<file path="src/rtl/lynxTypes.sv">
// lynxTypes
//   Shared constants for the stream datapath blocks.
//   AXI_DATA_BITS : default AXI4-Stream payload width used across the codebase.
package lynxTypes;

  localparam int AXI_DATA_BITS = 64;

endpackage : lynxTypes

</file>
<file path="src/rtl/axis_credit_fifo.sv">
// axis_credit_fifo
//   Synchronous show-ahead FIFO built as a shift register: entry 0 is always
//   the head, so rd_data comes straight from a register.
//   Parameters: DEPTH (entries), DATA_BITS (payload width)
//   Ports:
//     aclk     in   clock
//     aresetn  in   synchronous active-low reset (empties FIFO, clears data)
//     wr_en    in   push wr_data (ignored when full)
//     wr_data  in   payload to push
//     rd_en    in   pop head (ignored when empty)
//     rd_data  out  current head, zero when empty
//     full     out  DEPTH entries held
//     empty    out  no entries held
module axis_credit_fifo #(
  parameter int DEPTH     = 4,
  parameter int DATA_BITS = 64
) (
  input  logic                 aclk,
  input  logic                 aresetn,
  input  logic                 wr_en,
  input  logic [DATA_BITS-1:0] wr_data,
  input  logic                 rd_en,
  output logic [DATA_BITS-1:0] rd_data,
  output logic                 full,
  output logic                 empty
);

  localparam int                CNT_BITS = $clog2(DEPTH + 1);
  localparam logic [CNT_BITS-1:0] CNT_ONE  = CNT_BITS'(1'b1);
  localparam logic [CNT_BITS-1:0] CNT_ZERO = {CNT_BITS{1'b0}};
  localparam logic [CNT_BITS-1:0] CNT_FULL = CNT_BITS'(DEPTH);

  logic [DATA_BITS-1:0] mem_r     [DEPTH];
  logic [DATA_BITS-1:0] mem_nxt_s [DEPTH];
  logic [CNT_BITS-1:0]  cnt_r;
  logic [CNT_BITS-1:0]  cnt_nxt_s;
  logic [CNT_BITS-1:0]  wpos_s;
  logic                 full_r;
  logic                 empty_r;
  logic                 wr_go_s;
  logic                 rd_go_s;

  // Next-state: shift on pop, then drop the write into the first free slot.
  always_comb begin
    wr_go_s   = wr_en & ~full_r;
    rd_go_s   = rd_en & ~empty_r;
    cnt_nxt_s = cnt_r;
    if (wr_go_s && !rd_go_s) begin
      cnt_nxt_s = cnt_r + CNT_ONE;
    end else if (!wr_go_s && rd_go_s) begin
      cnt_nxt_s = cnt_r - CNT_ONE;
    end else begin
      cnt_nxt_s = cnt_r;
    end
    // A pop frees the slot below the current tail, so the write lands one lower.
    wpos_s = rd_go_s ? (cnt_r - CNT_ONE) : cnt_r;
    for (int i = 0; i < DEPTH - 1; i++) begin
      mem_nxt_s[i] = rd_go_s ? mem_r[i+1] : mem_r[i];
    end
    mem_nxt_s[DEPTH-1] = rd_go_s ? {DATA_BITS{1'b0}} : mem_r[DEPTH-1];
    for (int i = 0; i < DEPTH; i++) begin
      mem_nxt_s[i] = (wr_go_s && (CNT_BITS'(i) == wpos_s)) ? wr_data : mem_nxt_s[i];
    end
  end

  // Storage, occupancy and registered flags.
  always_ff @(posedge aclk) begin
    if (!aresetn) begin
      for (int i = 0; i < DEPTH; i++) begin
        mem_r[i] <= {DATA_BITS{1'b0}};
      end
      cnt_r   <= CNT_ZERO;
      full_r  <= 1'b0;
      empty_r <= 1'b1;
    end else begin
      for (int i = 0; i < DEPTH; i++) begin
        mem_r[i] <= mem_nxt_s[i];
      end
      cnt_r   <= cnt_nxt_s;
      full_r  <= (cnt_nxt_s == CNT_FULL);
      empty_r <= (cnt_nxt_s == CNT_ZERO);
    end
  end

  assign rd_data = mem_r[0];
  assign full    = full_r;
  assign empty   = empty_r;

  axis_credit_fifo_chk u_chk (
    .aclk    (aclk),
    .aresetn (aresetn),
    .wr_en   (wr_en),
    .full    (full_r)
  );

endmodule : axis_credit_fifo

</file>
<file path="src/rtl/axis_credit_fifo_chk.sv">
// axis_credit_fifo_chk
//   Property checker bound inside axis_credit_fifo.
//   Ports:
//     aclk    in  clock
//     aresetn in  synchronous active-low reset
//     wr_en   in  FIFO write request
//     full    in  FIFO full flag
module axis_credit_fifo_chk (
  input logic aclk,
  input logic aresetn,
  input logic wr_en,
  input logic full
);

  // The upstream credit counter must never let a beat reach a full FIFO.
  property p_no_write_when_full;
    @(posedge aclk) disable iff (!aresetn) !(wr_en && full);
  endproperty

  a_no_write_when_full : assert property (p_no_write_when_full);

endmodule : axis_credit_fifo_chk

</file>
<file path="src/rtl/axis_reg_pipe_credit_ctrl.sv">
// axis_reg_pipe_credit_ctrl
//   AXI4-Stream wrapper around a fixed-latency register pipeline that cannot
//   stall. A credit counter sized to the tail FIFO only admits a beat when the
//   FIFO is certain to have room for it when it leaves the pipeline.
//   Optional build macro: AXIS_PIPE_CTRL_STATS_EN adds saturating counters
//   stat_beats (downstream handshakes) and stat_stall (blocked upstream cycles).
//   Parameters: N_STAGES (>=1), FIFO_DEPTH (>=N_STAGES+2 for full rate), DATA_BITS
//   Ports:
//     aclk / aresetn           clock, synchronous active-low reset
//     s_axis_tvalid/tready/tdata  upstream stream (tready = credit available)
//     m_axis_tvalid/tready/tdata  downstream stream (FIFO head)
//     stat_beats / stat_stall     32-bit counters (macro builds only)
module axis_reg_pipe_credit_ctrl
  import lynxTypes::*;
#(
  parameter int N_STAGES   = 2,
  parameter int FIFO_DEPTH = N_STAGES + 2,
  parameter int DATA_BITS  = AXI_DATA_BITS
) (
  input  logic                 aclk,
  input  logic                 aresetn,
  input  logic                 s_axis_tvalid,
  output logic                 s_axis_tready,
  input  logic [DATA_BITS-1:0] s_axis_tdata,
  output logic                 m_axis_tvalid,
  input  logic                 m_axis_tready,
  output logic [DATA_BITS-1:0] m_axis_tdata
`ifdef AXIS_PIPE_CTRL_STATS_EN
  ,
  output logic [31:0]          stat_beats,
  output logic [31:0]          stat_stall
`endif
);

  localparam int                   CRED_BITS = $clog2(FIFO_DEPTH + 1);
  localparam logic [CRED_BITS-1:0] CRED_FULL = CRED_BITS'(FIFO_DEPTH);
  localparam logic [CRED_BITS-1:0] CRED_ONE  = CRED_BITS'(1'b1);
  localparam logic [CRED_BITS-1:0] CRED_ZERO = {CRED_BITS{1'b0}};

  logic [CRED_BITS-1:0] credit_cnt_r;
  logic [N_STAGES-1:0]  stg_vld_r;
  logic [DATA_BITS-1:0] stg_dat_r [N_STAGES];
  logic                 accept_s;
  logic                 m_hs_s;
  logic                 fifo_full_s;
  logic                 fifo_empty_s;

  // Ready depends only on the credit register, never on m_axis_tready.
  assign s_axis_tready = (credit_cnt_r != CRED_ZERO);
  assign accept_s      = s_axis_tvalid & s_axis_tready;
  assign m_axis_tvalid = ~fifo_empty_s;
  assign m_hs_s        = m_axis_tvalid & m_axis_tready;

  // Credit counter: one credit per beat that is accepted but not yet delivered.
  always_ff @(posedge aclk) begin
    if (!aresetn) begin
      credit_cnt_r <= CRED_FULL;
    end else if (accept_s && !m_hs_s) begin
      credit_cnt_r <= credit_cnt_r - CRED_ONE;
    end else if (!accept_s && m_hs_s) begin
      credit_cnt_r <= credit_cnt_r + CRED_ONE;
    end else begin
      credit_cnt_r <= credit_cnt_r;
    end
  end

  // Free-running pipeline: every stage advances each cycle, no enable.
  always_ff @(posedge aclk) begin
    if (!aresetn) begin
      stg_vld_r <= {N_STAGES{1'b0}};
      for (int i = 0; i < N_STAGES; i++) begin
        stg_dat_r[i] <= {DATA_BITS{1'b0}};
      end
    end else begin
      stg_vld_r[0] <= accept_s;
      stg_dat_r[0] <= s_axis_tdata;
      for (int i = 1; i < N_STAGES; i++) begin
        stg_vld_r[i] <= stg_vld_r[i-1];
        stg_dat_r[i] <= stg_dat_r[i-1];
      end
    end
  end

  axis_credit_fifo #(
    .DEPTH     (FIFO_DEPTH),
    .DATA_BITS (DATA_BITS)
  ) u_fifo (
    .aclk    (aclk),
    .aresetn (aresetn),
    .wr_en   (stg_vld_r[N_STAGES-1]),
    .wr_data (stg_dat_r[N_STAGES-1]),
    .rd_en   (m_hs_s),
    .rd_data (m_axis_tdata),
    .full    (fifo_full_s),
    .empty   (fifo_empty_s)
  );

`ifdef AXIS_PIPE_CTRL_STATS_EN
  logic [31:0] stat_beats_r;
  logic [31:0] stat_stall_r;

  // Saturating counters for delivered beats and blocked upstream cycles.
  always_ff @(posedge aclk) begin
    if (!aresetn) begin
      stat_beats_r <= 32'd0;
      stat_stall_r <= 32'd0;
    end else begin
      if (m_hs_s && (stat_beats_r != 32'hFFFF_FFFF)) begin
        stat_beats_r <= stat_beats_r + 32'd1;
      end else begin
        stat_beats_r <= stat_beats_r;
      end
      if (s_axis_tvalid && !s_axis_tready && (stat_stall_r != 32'hFFFF_FFFF)) begin
        stat_stall_r <= stat_stall_r + 32'd1;
      end else begin
        stat_stall_r <= stat_stall_r;
      end
    end
  end

  assign stat_beats = stat_beats_r;
  assign stat_stall = stat_stall_r;
`endif

  // The full flag only feeds the FIFO's own checker; keep it observable here.
  logic unused_full_s;
  assign unused_full_s = fifo_full_s;

endmodule : axis_reg_pipe_credit_ctrl

</file>
<file path="config.mk">
export PLATFORM = sky130hd
export DESIGN_NAME = axis_reg_pipe_credit_ctrl
export DESIGN_NICKNAME = d
export VERILOG_FILES = /design/src/rtl/lynxTypes.sv /design/src/rtl/axis_credit_fifo.sv /design/src/rtl/axis_credit_fifo_chk.sv /design/src/rtl/axis_reg_pipe_credit_ctrl.sv
export SDC_FILE = /design/constraint.sdc
export NUM_CORES = 1
export LEC_CHECK = 0
export CELL_PAD_IN_SITES_DETAIL_PLACEMENT = 0
export CELL_PAD_IN_SITES_GLOBAL_PLACEMENT = 1
export CORE_UTILIZATION = 43
export DETAILED_ROUTE_END_ITERATION = 12
export GPL_ROUTABILITY_DRIVEN = 1
export PLACE_DENSITY = 0.76
export SLEW_MARGIN = 20
export SYNTH_ARGS = -nofsm -noshare
export SYNTH_HDL_FRONTEND = slang
export SYNTH_HIERARCHICAL = 1
export SYNTH_SLANG_ARGS = --single-unit
</file>
<file path="constraint.sdc">
create_clock -name aclk -period 2.7 [get_ports aclk]
set_clock_uncertainty 0.1 [all_clocks]
set_input_delay 0.81 -clock aclk [delete_from_list [all_inputs] [get_ports aclk]]
set_output_delay 0.81 -clock aclk [all_outputs]
set_load 0.05 [all_outputs]
</file>
* Word level (Yosys, flattened, before mapping)
Memories as Yosys holds them, arrays and structs flattened.
Index checks and enable logic that the tools add are counted.
** Word-level totals
- Input bits :: 68
- Output and inout port bits :: 66
- Word-level logic and storage cells :: 64
- RAM bits :: 384
- Memories kept :: 2
- Bits in registers :: 10
** Memory list
- u_fifo.mem_r :: words 4, bits a word 64, read ports 4, clocked after Yosys merged registers in 0, write ports 4, RTL line axis_credit_fifo.sv:33 : logic [DATA_BITS-1:0] mem_r [DEPTH];
- stg_dat_r :: words 2, bits a word 64, read ports 2, clocked after Yosys merged registers in 0, write ports 2, RTL line axis_reg_pipe_credit_ctrl.sv:42 : logic [DATA_BITS-1:0] stg_dat_r [N_STAGES];
** Cells by class
- Bitwise logic cells :: 12
- Equality and inequality tests :: 4
- Reductions and logical operators :: 16
- $add $sub $neg :: 4
- Mux-type cells :: 21
** Operators with widths (count)
- 2-to-1 mux 64 bit :: 14
- 2-to-1 mux 3 bit :: 5
- logical AND 1 bit :: 8
- adder 3 x 1 -> 3 bit (second input constant) :: 2
- == test 2 x 3 -> 1 bit (first input constant) :: 2
- zero test 3 bit :: 2
- bitwise OR 1 bit :: 6
- subtractor 3 x 1 -> 3 bit (second input constant) :: 2
- AND 1 bit :: 4
- zero test 1 bit :: 4
- == test 1 x 3 -> 1 bit (first input constant) :: 1
- == test 3 bit (second input constant) :: 1
- nonzero test 3 bit :: 1
- 2-to-1 mux 1 bit :: 2
- NOT 1 bit :: 2
- nonzero test 2 bit :: 1

* Longest topological paths before layout
- Depth after elaboration :: 8
- Depth in mapped cells :: 10
- Depth with buffers taken out :: 8

* Modules after synthesis
Netlist, hierarchy kept.
** By module, submodules not included
- axis_credit_fifo :: times used 1, area an instance 12238.0 um^2, cells an instance 1172, sequential area each 5225.0 um^2
- axis_reg_pipe_credit_ctrl :: times used 1, area an instance 3676.0 um^2, cells an instance 296, sequential area each 2662.6 um^2

* Worst setup path before layout
OpenSTA, ideal clock, no wires.
- Path kind :: input to register
- From :: input port m_axis_tready
- To :: memory u_fifo.mem_r[0][40]
- Arrival time :: 2087 ps
- Required time :: 2479 ps
- Setup time :: 121 ps
- Path buffers :: 2
- Stages on the path :: 8
- Path slack :: 392 ps
- Cells stage by stage :: nand2_1 > inv_1 > nor2b_1 > buf_4 > buf_2 > mux2_2 > nand2_1 > mux2i_1
** RTL lines
- start: declaration :: RTL line axis_reg_pipe_credit_ctrl.sv:26 : input logic m_axis_tready,
- end: declaration :: RTL line axis_credit_fifo.sv:33

==> qor.yml <==
drcViolationCount: 0
yosys-top-cells-area: "dfxtp_1 50%, mux2i_1 16%, mux2_2 14%"
grtUsageTotal: 0.168
critical_path_class: "flop to output pin"
ios: 134
fmax_mhz: 376
worstPathArrival_ns: 1.75
overflow: 0
ctsRootBufferMaster: "clkbuf_16"
r2r_cells: 7
final_cell_mix: "394 x dfxtp_1, 258 x nand2_1, 256 x mux2i_1, 192 x mux2_2, 133 x and2_1"
ys_seq_elements: 394
wl_mm: 31.6
die_area_um2: 37800
yosys_warnings: 6
clock_path_buffers: 3
crit_slowest_cell: "clkdlybuf4s50_1"
slew_headroom: 0.624
r2r_setup_slack_ns: 0.40
grt_pass1_vias: 10400
met1_usage: 0.219
synth_area_um2: 15900
cap_violations: 0
use_met3: 0.0309
fill_cells: 3234
yosys.area.top_type: "dfxtp_1"
final_common_cell: "dfxtp_1"
vdd_drop_max_mv: 0.367
crit_cells: 1
clk_pin_slew_ns: 0.06
grt_busiest_layer: "met2"
viasPerCell: 4.87
async_reset_ff_frac: 0
ys.flop_type: "dfxtp_1"
htree_levels: 2
tns_ns: 0
crit_chain: "clkdlybuf4s50_1"
crit_fanout: 2
holdCritPathClass: "flop to flop"
cts_tree: "yes"
area_growth_pct: 22.1
synth_top_cell_area_share: 0.496
grt_max_degree: 97
cp_data_required_time_ns: 1.79
antenna_found_initial: 0
seq_area_frac_synth: 0.496
coreArea_um2: 36500
die_h_um: 194
finalMaxSlewViolations: 0
drive_gt1_frac: 0.205
critical_path_buf_inv_count: 1
p_leak_nw: 8.79
diodes: 0
rr_startpoint: "u_fifo/cnt_r[1]$_SDFF_PN0_"
wl_per_cell_um: 15.0
syn_inst: 1468
yosysUniqueCellTypes: 38
synth_edf_count: 0
crit_family: "buffers and inverters"
nets: 1677
grt_setup_unrepaired: "false"
end_kind: "output pin"
dp.cells: 2028
grt_pass1_wl_mm: 52.8
worstMarginPinSlew_ns: 0.562
timing.final.crit_period_ns: 2.66
holdPathStages: 1
synth_area_per_cell_um2: 10.8
setup_viol: 0
rows: 70
die_w_um: 194
post_cts_buffers: 0
hold_path_end: "stg_dat_r[0][98]$_SDFF_PN0_"
first_iter_violations: 378
power.density_nw_per_um2: 667
ant_nets: 0
critPathMaxStageDelay_ns: 0.83
io_buffers: 133
crit_path_start_kind: "flop"
syn_nets: 1540
numCtsBuffers: 43
final_cells: 2106
place_congestion: 0.728
met2_usage: 0.285
first_pass_iters: 6
period_share: 0.984
hold_start: "stg_dat_r[0][34]$_SDFF_PN0_"
dp_hpwl_mm: 20.6
clk-insertion-delay-late_ns: 0.54
hold_violations: 0
status: "finished, final reports clean"
route.vias.total: 10200
start_util: 0.436
r2r_end: "u_fifo/mem_r[0][45]$_SDFFE_PN0P_"
cts_sinks: 394
==> metrics by stage <==
stage	hold slack [ns]	setup slack, ns	total power [W]	cell area (µm²)	util
5_1_grt	0.338	0.000437	0.0135	19400	0.532
4_1_cts	0.331	0.00194	0.0131	19400	0.532
3_5_place_dp	0.319	-0.235	0.00739	18000	0.494
6_report	0.327	0.0436	0.0130	19400	0.532
3_3_place_gp	0.314	-0.226	0.00738	18000	0.494
2_1_floorplan	0.306	0.392	0.00698	15900	-
==> power by group <==
part	internal [W]	switching, W
clock	0.00344	0.00228
sequential	0.00598	0.0000757
combinational	0.000563	0.000631
==> Yosys cell counts, types with 2 or more instances <==
cell      instances
buf_12            7
nor2b_1           2
and2_1          133
clkbuf_1         42
inv_1             7
nand2b_1          3
nand2_1         258
buf_4             5
mux2i_1         256
buf_1             7
dfxtp_1         394
nor2_1            3
ha_1              3
nand3_1          67
nand3b_1          3
buf_6            21
xnor2_1           4
and3_1            3
nor3_1            7
nor3b_1           2
a21oi_1           2
maj3_1            2
buf_2            27
o21ai_0           3
o21ai_2           3
mux2_2          192
==> final cells by class <==
type                       instances  area (µm²)  area share
tap                              468         586      0.0301
clock buffer                      72        1370      0.0704
clock inverter                     6        33.8     0.00174
timing repair buffer             201        2220       0.114
multi-input combinational        958        7310       0.376
inverter                           7        26.3     0.00135
sequential                       394        7890       0.406
==> sequential cells by signal, summed over array words and instances (netlist names) <==
name / flops
u_fifo/cnt_r: 3
u_fifo/mem_r: 256
credit_cnt_r: 3
u_fifo/full: 1
u_fifo/empty: 1
stg_dat_r: 128
stg_vld_r: 2
==> cell families (layout without fill, tap and decap cells) <==
family	Yosys count	after routing	share of synthesized area
simple gates	486	486	0.145
buf+inv	116	286	0.0477
fa+ha+maj	6	6	0.00487
compound gates	12	12	0.00527
mux	449	449	0.298
flops	394	394	0.496
xor+xnor	5	5	0.00275
==> how the worst max path moves through the flow <==
stage | start | endpoint | slack, ns
global route | u_fifo/mem_r[0][20]$_SDFFE_PN0P_ | m_axis_tdata[20] | 0.0004
finish | u_fifo/mem_r[0][36]$_SDFFE_PN0P_ | m_axis_tdata[36] | 0.04
floorplan | m_axis_tready | u_fifo/mem_r[0][40]$_SDFFE_PN0P_ | 0.39
global placement | m_axis_tready | u_fifo/mem_r[0][10]$_SDFFE_PN0P_ | -0.23
detailed placement | m_axis_tready | u_fifo/mem_r[0][13]$_SDFFE_PN0P_ | -0.24
CTS | u_fifo/mem_r[0][0]$_SDFFE_PN0P_ | m_axis_tdata[0] | 0.002
==> timing repair <==
action	CTS	global route
pin swaps	0	0
hold buffers	0	0
setup endpoints to repair	4	2
resized for setup	4	2
==> per-layer routing <==
metal  part of all wire  wire length [µm]  vias to the layer above
met4              0.020               627                        0
met2               0.46             14700                      120
met5                  0                 0                        -
li1                   -                 -                     5224
met1               0.48             15300                     4855
met3              0.033              1050                       47
(Power assumes the default switching activity.)
